==> src/rtl/lcd_pkg.sv <==
// Shared types and packing constants for the HUB75 back-buffer loader.
// Pixels are RGB333 and four of them are packed into each 36-bit RAM word.
package lcd_pkg;

   typedef enum logic {
      S_FILL = 1'b0,
      S_FULL = 1'b1
   } state_t;

   localparam int R_W    = 3;
   localparam int G_W    = 3;
   localparam int B_W    = 3;
   localparam int PIX_W  = R_W + G_W + B_W;
   localparam int LANES  = 4;
   localparam int WORD_W = PIX_W * LANES;

   // Lane order matches the panel driver's column pairing, not the arrival order.
   localparam int LANE0_LSB = 9;
   localparam int LANE1_LSB = 0;
   localparam int LANE2_LSB = 27;
   localparam int LANE3_LSB = 18;

   function automatic logic [WORD_W-1:0] place_pixel(input logic [1:0] lane,
                                                     input logic [PIX_W-1:0] pix);
      logic [WORD_W-1:0] w;
      w = {{(WORD_W-PIX_W){1'b0}}, pix};
      case (lane)
         2'd0:    place_pixel = w << LANE0_LSB;
         2'd1:    place_pixel = w << LANE1_LSB;
         2'd2:    place_pixel = w << LANE2_LSB;
         2'd3:    place_pixel = w << LANE3_LSB;
         default: place_pixel = {WORD_W{1'b0}};
      endcase
   endfunction

endpackage

==> src/rtl/pixel_packer.sv <==
// Gathers accepted pixels into lanes 0..3 of a 36-bit word.
// o_word is the word including the pixel currently being accepted; unfilled lanes are zero.
module pixel_packer
   import lcd_pkg::*;
(
   input  logic              i_clk,
   input  logic              i_rst,
   input  logic              i_clear,
   input  logic              i_accept,
   input  logic [PIX_W-1:0]  i_pixel,
   input  logic              i_last,
   output logic              o_flush,
   output logic [WORD_W-1:0] o_word
);

   logic [1:0]        lane_q, lane_d;
   logic [WORD_W-1:0] acc_q,  acc_d;

   always_comb begin
      o_word  = acc_q | place_pixel(lane_q, i_pixel);
      o_flush = i_accept && ((lane_q == 2'd3) || i_last);
      lane_d  = lane_q;
      acc_d   = acc_q;
      if (i_clear) begin
         lane_d = 2'd0;
         acc_d  = {WORD_W{1'b0}};
      end else if (o_flush) begin
         // Clearing here is what zero-fills the lanes of a short final word.
         lane_d = 2'd0;
         acc_d  = {WORD_W{1'b0}};
      end else if (i_accept) begin
         lane_d = lane_q + 2'd1;
         acc_d  = o_word;
      end else begin
         lane_d = lane_q;
         acc_d  = acc_q;
      end
   end

   always_ff @(posedge i_clk or posedge i_rst) begin
      if (i_rst) begin
         lane_q <= 2'd0;
         acc_q  <= {WORD_W{1'b0}};
      end else begin
         lane_q <= lane_d;
         acc_q  <= acc_d;
      end
   end

endmodule

==> src/rtl/frame_loader.sv <==
// Back-buffer write sequencer: packs RGB333 pixels into 36-bit words and writes
// them into the frame RAM the display is not reading, following buffer swaps.
module frame_loader
   import lcd_pkg::*;
#(
   parameter int WORDS_PER_FRAME = 3360,
   parameter int ADDR_W          = 12
) (
   input  logic              i_clk,
   input  logic              i_rst,
   input  logic              s_valid,
   output logic              s_ready,
   input  logic [PIX_W-1:0]  s_pixel,
   input  logic              s_last,
   input  logic              i_require_data,
   output logic              o_wr_bank,
   output logic              o_wr_en,
   output logic [ADDR_W-1:0] o_addr_write,
   output logic [WORD_W-1:0] o_data_line,
   output logic              o_frame_done,
   output logic [7:0]        o_underrun_cnt
);

   localparam logic [ADDR_W-1:0] LAST_ADDR = ADDR_W'(WORDS_PER_FRAME - 1);

   state_t            state_q,    state_d;
   logic              req_q,      req_d;
   logic              bank_q,     bank_d;
   logic              wr_en_q,    wr_en_d;
   logic [ADDR_W-1:0] addr_q,     addr_d;
   logic [WORD_W-1:0] data_q,     data_d;
   logic              done_q,     done_d;
   logic [7:0]        underrun_q, underrun_d;

   logic              swap_evt;
   logic              accept;
   logic              flush;
   logic [WORD_W-1:0] word;

   // Holding ready low during a swap means no pixel is accepted into a word about to be discarded.
   assign swap_evt = i_require_data ^ req_q;
   assign s_ready  = ~i_rst & (state_q == S_FILL) & ~swap_evt;
   assign accept   = s_valid & s_ready;

   pixel_packer u_packer (
      .i_clk   (i_clk),
      .i_rst   (i_rst),
      .i_clear (swap_evt),
      .i_accept(accept),
      .i_pixel (s_pixel),
      .i_last  (s_last),
      .o_flush (flush),
      .o_word  (word)
   );

   always_comb begin
      state_d    = state_q;
      req_d      = i_require_data;
      bank_d     = bank_q;
      wr_en_d    = 1'b0;
      addr_d     = addr_q;
      data_d     = data_q;
      done_d     = 1'b0;
      underrun_d = underrun_q;

      // The address steps after each strobe, except the frame's last one, so it never passes LAST_ADDR.
      if (wr_en_q && !done_q) begin
         addr_d = addr_q + ADDR_W'(1);
      end else begin
         addr_d = addr_q;
      end

      if (flush) begin
         wr_en_d = 1'b1;
         data_d  = word;
         if ((addr_q == LAST_ADDR) || s_last) begin
            done_d  = 1'b1;
            state_d = S_FULL;
         end else begin
            state_d = state_q;
         end
      end else begin
         data_d = data_q;
      end

      if (swap_evt) begin
         bank_d  = ~bank_q;
         addr_d  = {ADDR_W{1'b0}};
         state_d = S_FILL;
         if ((state_q == S_FILL) && (underrun_q != 8'hFF)) begin
            underrun_d = underrun_q + 8'd1;
         end else begin
            underrun_d = underrun_q;
         end
      end else begin
         bank_d = bank_q;
      end
   end

   always_ff @(posedge i_clk or posedge i_rst) begin
      if (i_rst) begin
         state_q    <= S_FILL;
         req_q      <= 1'b0;
         bank_q     <= 1'b0;
         wr_en_q    <= 1'b0;
         addr_q     <= {ADDR_W{1'b0}};
         data_q     <= {WORD_W{1'b0}};
         done_q     <= 1'b0;
         underrun_q <= 8'd0;
      end else begin
         state_q    <= state_d;
         req_q      <= req_d;
         bank_q     <= bank_d;
         wr_en_q    <= wr_en_d;
         addr_q     <= addr_d;
         data_q     <= data_d;
         done_q     <= done_d;
         underrun_q <= underrun_d;
      end
   end

   assign o_wr_bank      = bank_q;
   assign o_wr_en        = wr_en_q;
   assign o_addr_write   = addr_q;
   assign o_data_line    = data_q;
   assign o_frame_done   = done_q;
   assign o_underrun_cnt = underrun_q;

endmodule

==> config.mk <==
export PLATFORM = sky130hd
export DESIGN_NAME = frame_loader
export DESIGN_NICKNAME = d
export VERILOG_FILES = /design/src/rtl/lcd_pkg.sv /design/src/rtl/pixel_packer.sv /design/src/rtl/frame_loader.sv
export SDC_FILE = /design/constraint.sdc
export NUM_CORES = 1
export LEC_CHECK = 0
export ABC_AREA = 1
export CAP_MARGIN = 20
export CORE_MARGIN = 2
export CORE_UTILIZATION = 39
export DETAILED_ROUTE_END_ITERATION = 12
export SYNTH_ARGS = -nofsm -noshare
export SYNTH_HDL_FRONTEND = slang
export SYNTH_HIERARCHICAL = 1
export SYNTH_SLANG_ARGS = --single-unit
==> constraint.sdc <==
create_clock -name i_clk -period 4.8 [get_ports i_clk]
set_input_delay 1.44 -clock i_clk [delete_from_list [all_inputs] [get_ports i_clk]]
set_output_delay 1.44 -clock i_clk [all_outputs]
set_load 0.05 [all_outputs]
[Word level (Yosys, flattened, before mapping)]
Cells that the tools add are included.
Word-level totals
  input bits: 14
  output and inout port bits: 60
  register bits after elaboration: 99
  ROM bits: 0
  bits in writable memories: 0
  memories kept: 0
  bits in latches: 0
Operators by class
  equal/unequal tests: 5
  multiply operators: 0
  shift operators: 0
  bitwise gates (word level): 9
  div/mod/pow operators: 0
  magnitude comparators: 0
  mux-type cells: 15
  add/subtract/negate cells: 3
  reductions and logical operators: 13
Operators with widths (number)
  one-hot mux 36 bit (4 select lines): 1
  two-way mux 36 bit: 3
  OR 36 bit: 1
  two-way mux 12 bit: 2
  adder 12 x 1 -> 12 bit, second input constant: 1
  equality test 12 bit, second input constant: 1
  adder 8 x 1 -> 8 bit, second input constant: 1
  != test 8 bit, second input constant: 1
  two-way mux 1 bit: 6
  two-way mux 2 bit: 3
  nonzero test 2 bit: 3
  equality test 2 bit, second input constant: 2
  inverter 1 bit: 4
  AND reduction 2 bit: 2
  AND 1 bit: 3
  logical AND 1 bit: 3
  nonzero test 3 bit: 1
  adder 2 x 1 -> 2 bit, second input constant: 1
  equality test 2 x 1 -> 1 bit, second input constant: 1
  zero test 2 bit: 1
  logical OR 1 bit: 2
  zero test 1 bit: 1
  XOR 1 bit: 1

[Longest topological paths before layout]
  word-level depth: 7
  depth in mapped cells: 13
  gate-level depth less buffers: 12

[Cells and area by module]
Netlist, hierarchy kept.
By module, submodules not included
  frame_loader: cells each 315, instances 1, area each 2635.0 um^2
  pixel_packer: cells each 249, instances 1, area each 2057.0 um^2

[Worst setup path before layout]
No wires, ideal clock.
  path type: input -> output
  start: input port i_require_data
  end: output port s_ready
  required time: 3.360 ns
  path buffers: 0
  arrival time: 2.845 ns
  cell stages on the path: 5
  setup slack: 0.515 ns
  cells stage by stage: inv_1 -> nand2_2 -> nand2_4 -> clkinv_4 -> nor3_1
On the way
  cells in the longest elaborated chain, start to end: 3
RTL lines
  start: declaration: RTL line frame_loader.sv:15  | input logic i_require_data,
  XOR 1 bit: RTL line frame_loader.sv:41  | assign swap_evt = i_require_data ^ req_q;
  net swap_evt: RTL line frame_loader.sv:35  | logic swap_evt;
  inverter 1 bit: RTL line frame_loader.sv:42  | assign s_ready = ~i_rst & (state_q == S_FILL) & ~swap_evt;
  AND 1 bit: RTL line frame_loader.sv:42
  end: declaration: RTL line frame_loader.sv:12  | output logic s_ready,
The timed path passes the listed nets, and every way through them passes these cells.

[Worst setup path in the final report]
Ends and elaborated chain as after synthesis.

==> flow_metrics.tcl <==
set metrics [dict create \
    hold_path.class "reg2reg" \
    rrSetupSlack_ns 2.36 \
    ant_nets 0 \
    switching_share_pct 31.3 \
    cp_slowest_cell "clkdlybuf4s50_1" \
    fp-row-count 40 \
    finalClockSkew_ns 0.00965 \
    routed_wire_length_per_instance_um 13.5 \
    use_met3_pct 4.94 \
    drive_gt1_share_pct 9.06 \
    end_kind "output pin" \
    p_leak_nw 3.02 \
    antenna_found_initial 0 \
    crit_type "in2out" \
    dieArea_um2 12900 \
    setup_ws_ns 0.501 \
    r2r_cells 13 \
    ys_seq_elements 99 \
    dp_cells 771 \
    grt_remaining_overflow 0 \
    syn_area_per_cell_um2 8.32 \
    netlist.area_leader.share_pct 52.8 \
    synth_warnings 6 \
    ir_drop_mv 0.228 \
    start_util_pct 39.6 \
    met2_usage_pct 28.6 \
    p_total_mw 2.10 \
    drt_iter0_markers 383 \
    yosys.area.top_type "dfrtp_1" \
    htree_levels 3 \
    min_period_ns 4.30 \
    clockBufferDepth 2 \
    synthCells 564 \
    ys_top_cells_by_area "dfrtp_1 53%, nand2_1 20%, inv_1 5.2%" \
    cts_buffers 9 \
    critPathMaxStageDelay_ns 0.50 \
    cts_sinks 99 \
    grt_usage_pct 17.9 \
    grt_max_degree 39 \
    synth_area_um2 4690 \
    ctsResizeCount 0 \
    drt_wl_total_mm 10.6 \
    startpoint_type "input port" \
    synthToLayoutAreaGrowth_pct 24.3 \
    arrival_ns 2.86 \
    insertion_delay_ns 0.35 \
    synth_edf_count 0 \
    routed_via_density 4.72 \
    grt_first_pass_wirelength_mm 18.2 \
    grt_use_met1_pct 24.7 \
    finalHoldViolCount 0 \
    r2r-start "req_q" \
    fmax_ghz 0.233 \
    syn_nets 584 \
    maxCapViolCount 0 \
    path_clk_slew_ns 0.07 \
    drv_slew 0 \
    synth-async-reset-ratio_pct 100 \
    fillers 1170 \
    crit_chain "clkdlybuf4s50_1 > nand2_1 > nand2_4 > clkinv_4 > nor3_1 > buf_12" \
    seq_area_frac_synth_pct 52.8 \
    cts_hold_buf 0 \
    drc_errors 0 \
    whs_endpoint "o_data_line[18]" \
    power_density_nw_per_um2 359 \
    post-route-period-util_pct 89.6 \
    post_cts_buffers 0 \
    first_pass_iters 5 \
    worst_slew_pin_slew_ns 1.08 \
    pin_count 74 \
    pwr-share-comb_pct 20.4 \
    die_y_um 114 \
    ys_top_cells_by_count "244 x nand2_1, 99 x dfrtp_1, 65 x inv_1, 26 x a21oi_1" \
    die_w_um 114 \
    core_um2 11900 \
    pwr-share-clk_pct 35.4 \
    tritoncts "done" \
    setup_viol 0 \
    nNetsFinal 655 \
    outcome "complete, no violations" \
    min_path_cells 2 \
    hp-start "o_data_line[18]" \
    power_frac_seq_pct 44.2 \
    r2r-end "o_data_line[12]" \
    ys.flop_type "dfrtp_1" \
    grt_busiest_layer "met2" \
    vias 3713 \
    required_ns 3.36 \
    setup-tns-final_ns 0 \
    p_sw_uw 655 \
    worstPathMaxFanout 10 \
    n_antenna_cell 0 \
    io_buffers 73 \
    routabilityCongestion 0.916 \
    cts_root_buf "clkbuf_16" \
    ys_types 31 \
    yosysMostFrequentCell "nand2_1" \
    grt_pass1_vias 3782 \
    place_ws_ns 0.480 \
    p_int_mw 1.44 \
    max_slew_margin_pct 27.7 \
    hpwl_mm 7.15 \
    final-instance-count-excl-fill 787 \
    rsz0062_at_grt "false" \
]
==> per-stage QoR <==
step	cell area [um^2]	hold slack, ns	util (%)
floorplan	4690	0.497	-
global placement	5530	0.456	46.6
detailed placement	5530	0.458	46.6
CTS	5830	0.477	49.2
global route	5830	0.493	49.2
finish	5830	0.470	49.2
==> final cells by class <==
type | instances | area, um^2 | share of cell area, %
Clock buffer | 12 | 246 | 4.22
Clock inverter | 4 | 55.1 | 0.944
Inverter | 67 | 256 | 4.40
Multi-Input combinational cell | 377 | 1810 | 31.1
Sequential cell | 99 | 2480 | 42.5
Tap cell | 147 | 184 | 3.15
Timing Repair Buffer | 81 | 801 | 13.7
==> critical path: cells and delay by family <==
family	cells	cell delay, ns
buffers and inverters	3	0.81
AND/OR/NAND/NOR	3	0.59
==> how the worst max path moves through the flow <==
| stage | start | endpoint | slack, ns | cells after the start |
|---|---|---|---|---|
| 6_report | i_require_data | s_ready | 0.50 | 6 |
| 4_1_cts | i_require_data | s_ready | 0.48 | 6 |
| 2_1_floorplan | i_require_data | s_ready | 0.52 | 5 |
| 3_3_place_gp | i_require_data | s_ready | 0.54 | 6 |
| 3_5_place_dp | i_require_data | s_ready | 0.48 | 6 |
| 5_1_grt | i_require_data | s_ready | 0.37 | 6 |
==> cells by family after synthesis <==
kind of cell             share of synthesized area, %
XOR/XNOR                                         1.28
adder cells (fa/ha/maj)                          1.60
flip-flops                                       52.8
AO/OA/AOI/OAI                                    10.3
AND/OR/NAND/NOR                                  25.5
buffers and inverters                            8.59
==> registers in the layout, summed over array words and instances, names as in the netlist, 2 cells and up <==
| signal | cells |
|---|---|
| o_data_line | 36 |
| u_packer/acc_q | 36 |
| o_underrun_cnt | 8 |
| u_packer/lane_q | 2 |
| o_addr_write | 12 |
==> placed cells by master, fill, tap and decap left out, types with 2 or more instances in the layout <==
| master | synthesis | final |
|---|---|---|
| xnor2_1 | 2 | 2 |
| clkbuf_16 | 0 | 9 |
| buf_4 | 1 | 8 |
| nand2_2 | 3 | 3 |
| o21ai_0 | 9 | 9 |
| nor2_1 | 17 | 16 |
| ha_1 | 6 | 6 |
| o21bai_1 | 18 | 18 |
| a21oi_1 | 26 | 26 |
| nand2_1 | 244 | 244 |
| inv_6 | 0 | 2 |
| nor3_1 | 5 | 5 |
| inv_1 | 65 | 64 |
| nand4_1 | 3 | 3 |
| nor2_2 | 3 | 4 |
| xor2_1 | 3 | 3 |
| nand2_4 | 3 | 3 |
| dfrtp_1 | 99 | 99 |
| clkbuf_1 | 4 | 2 |
| nand3_1 | 9 | 9 |
| clkdlybuf4s50_1 | 0 | 72 |
| a21oi_2 | 18 | 18 |
==> power groups by stage <==
stage	combinational [mW]	clock [mW]	sequential, mW
floorplan	0.129	0	1.10
global placement	0.426	0	0.943
detailed placement	0.430	0	0.945
CTS	0.432	0.764	0.928
global route	0.461	0.799	0.936
finish	0.428	0.742	0.927
==> metal layers <==
layer | wire length, um | vias up
met4 | 67 | 0
li1 | - | 1856
met3 | 633 | 6
met1 | 5040 | 1753
met5 | 0 | -
met2 | 4860 | 98
Note: power is estimated with default switching activity, not from simulation.
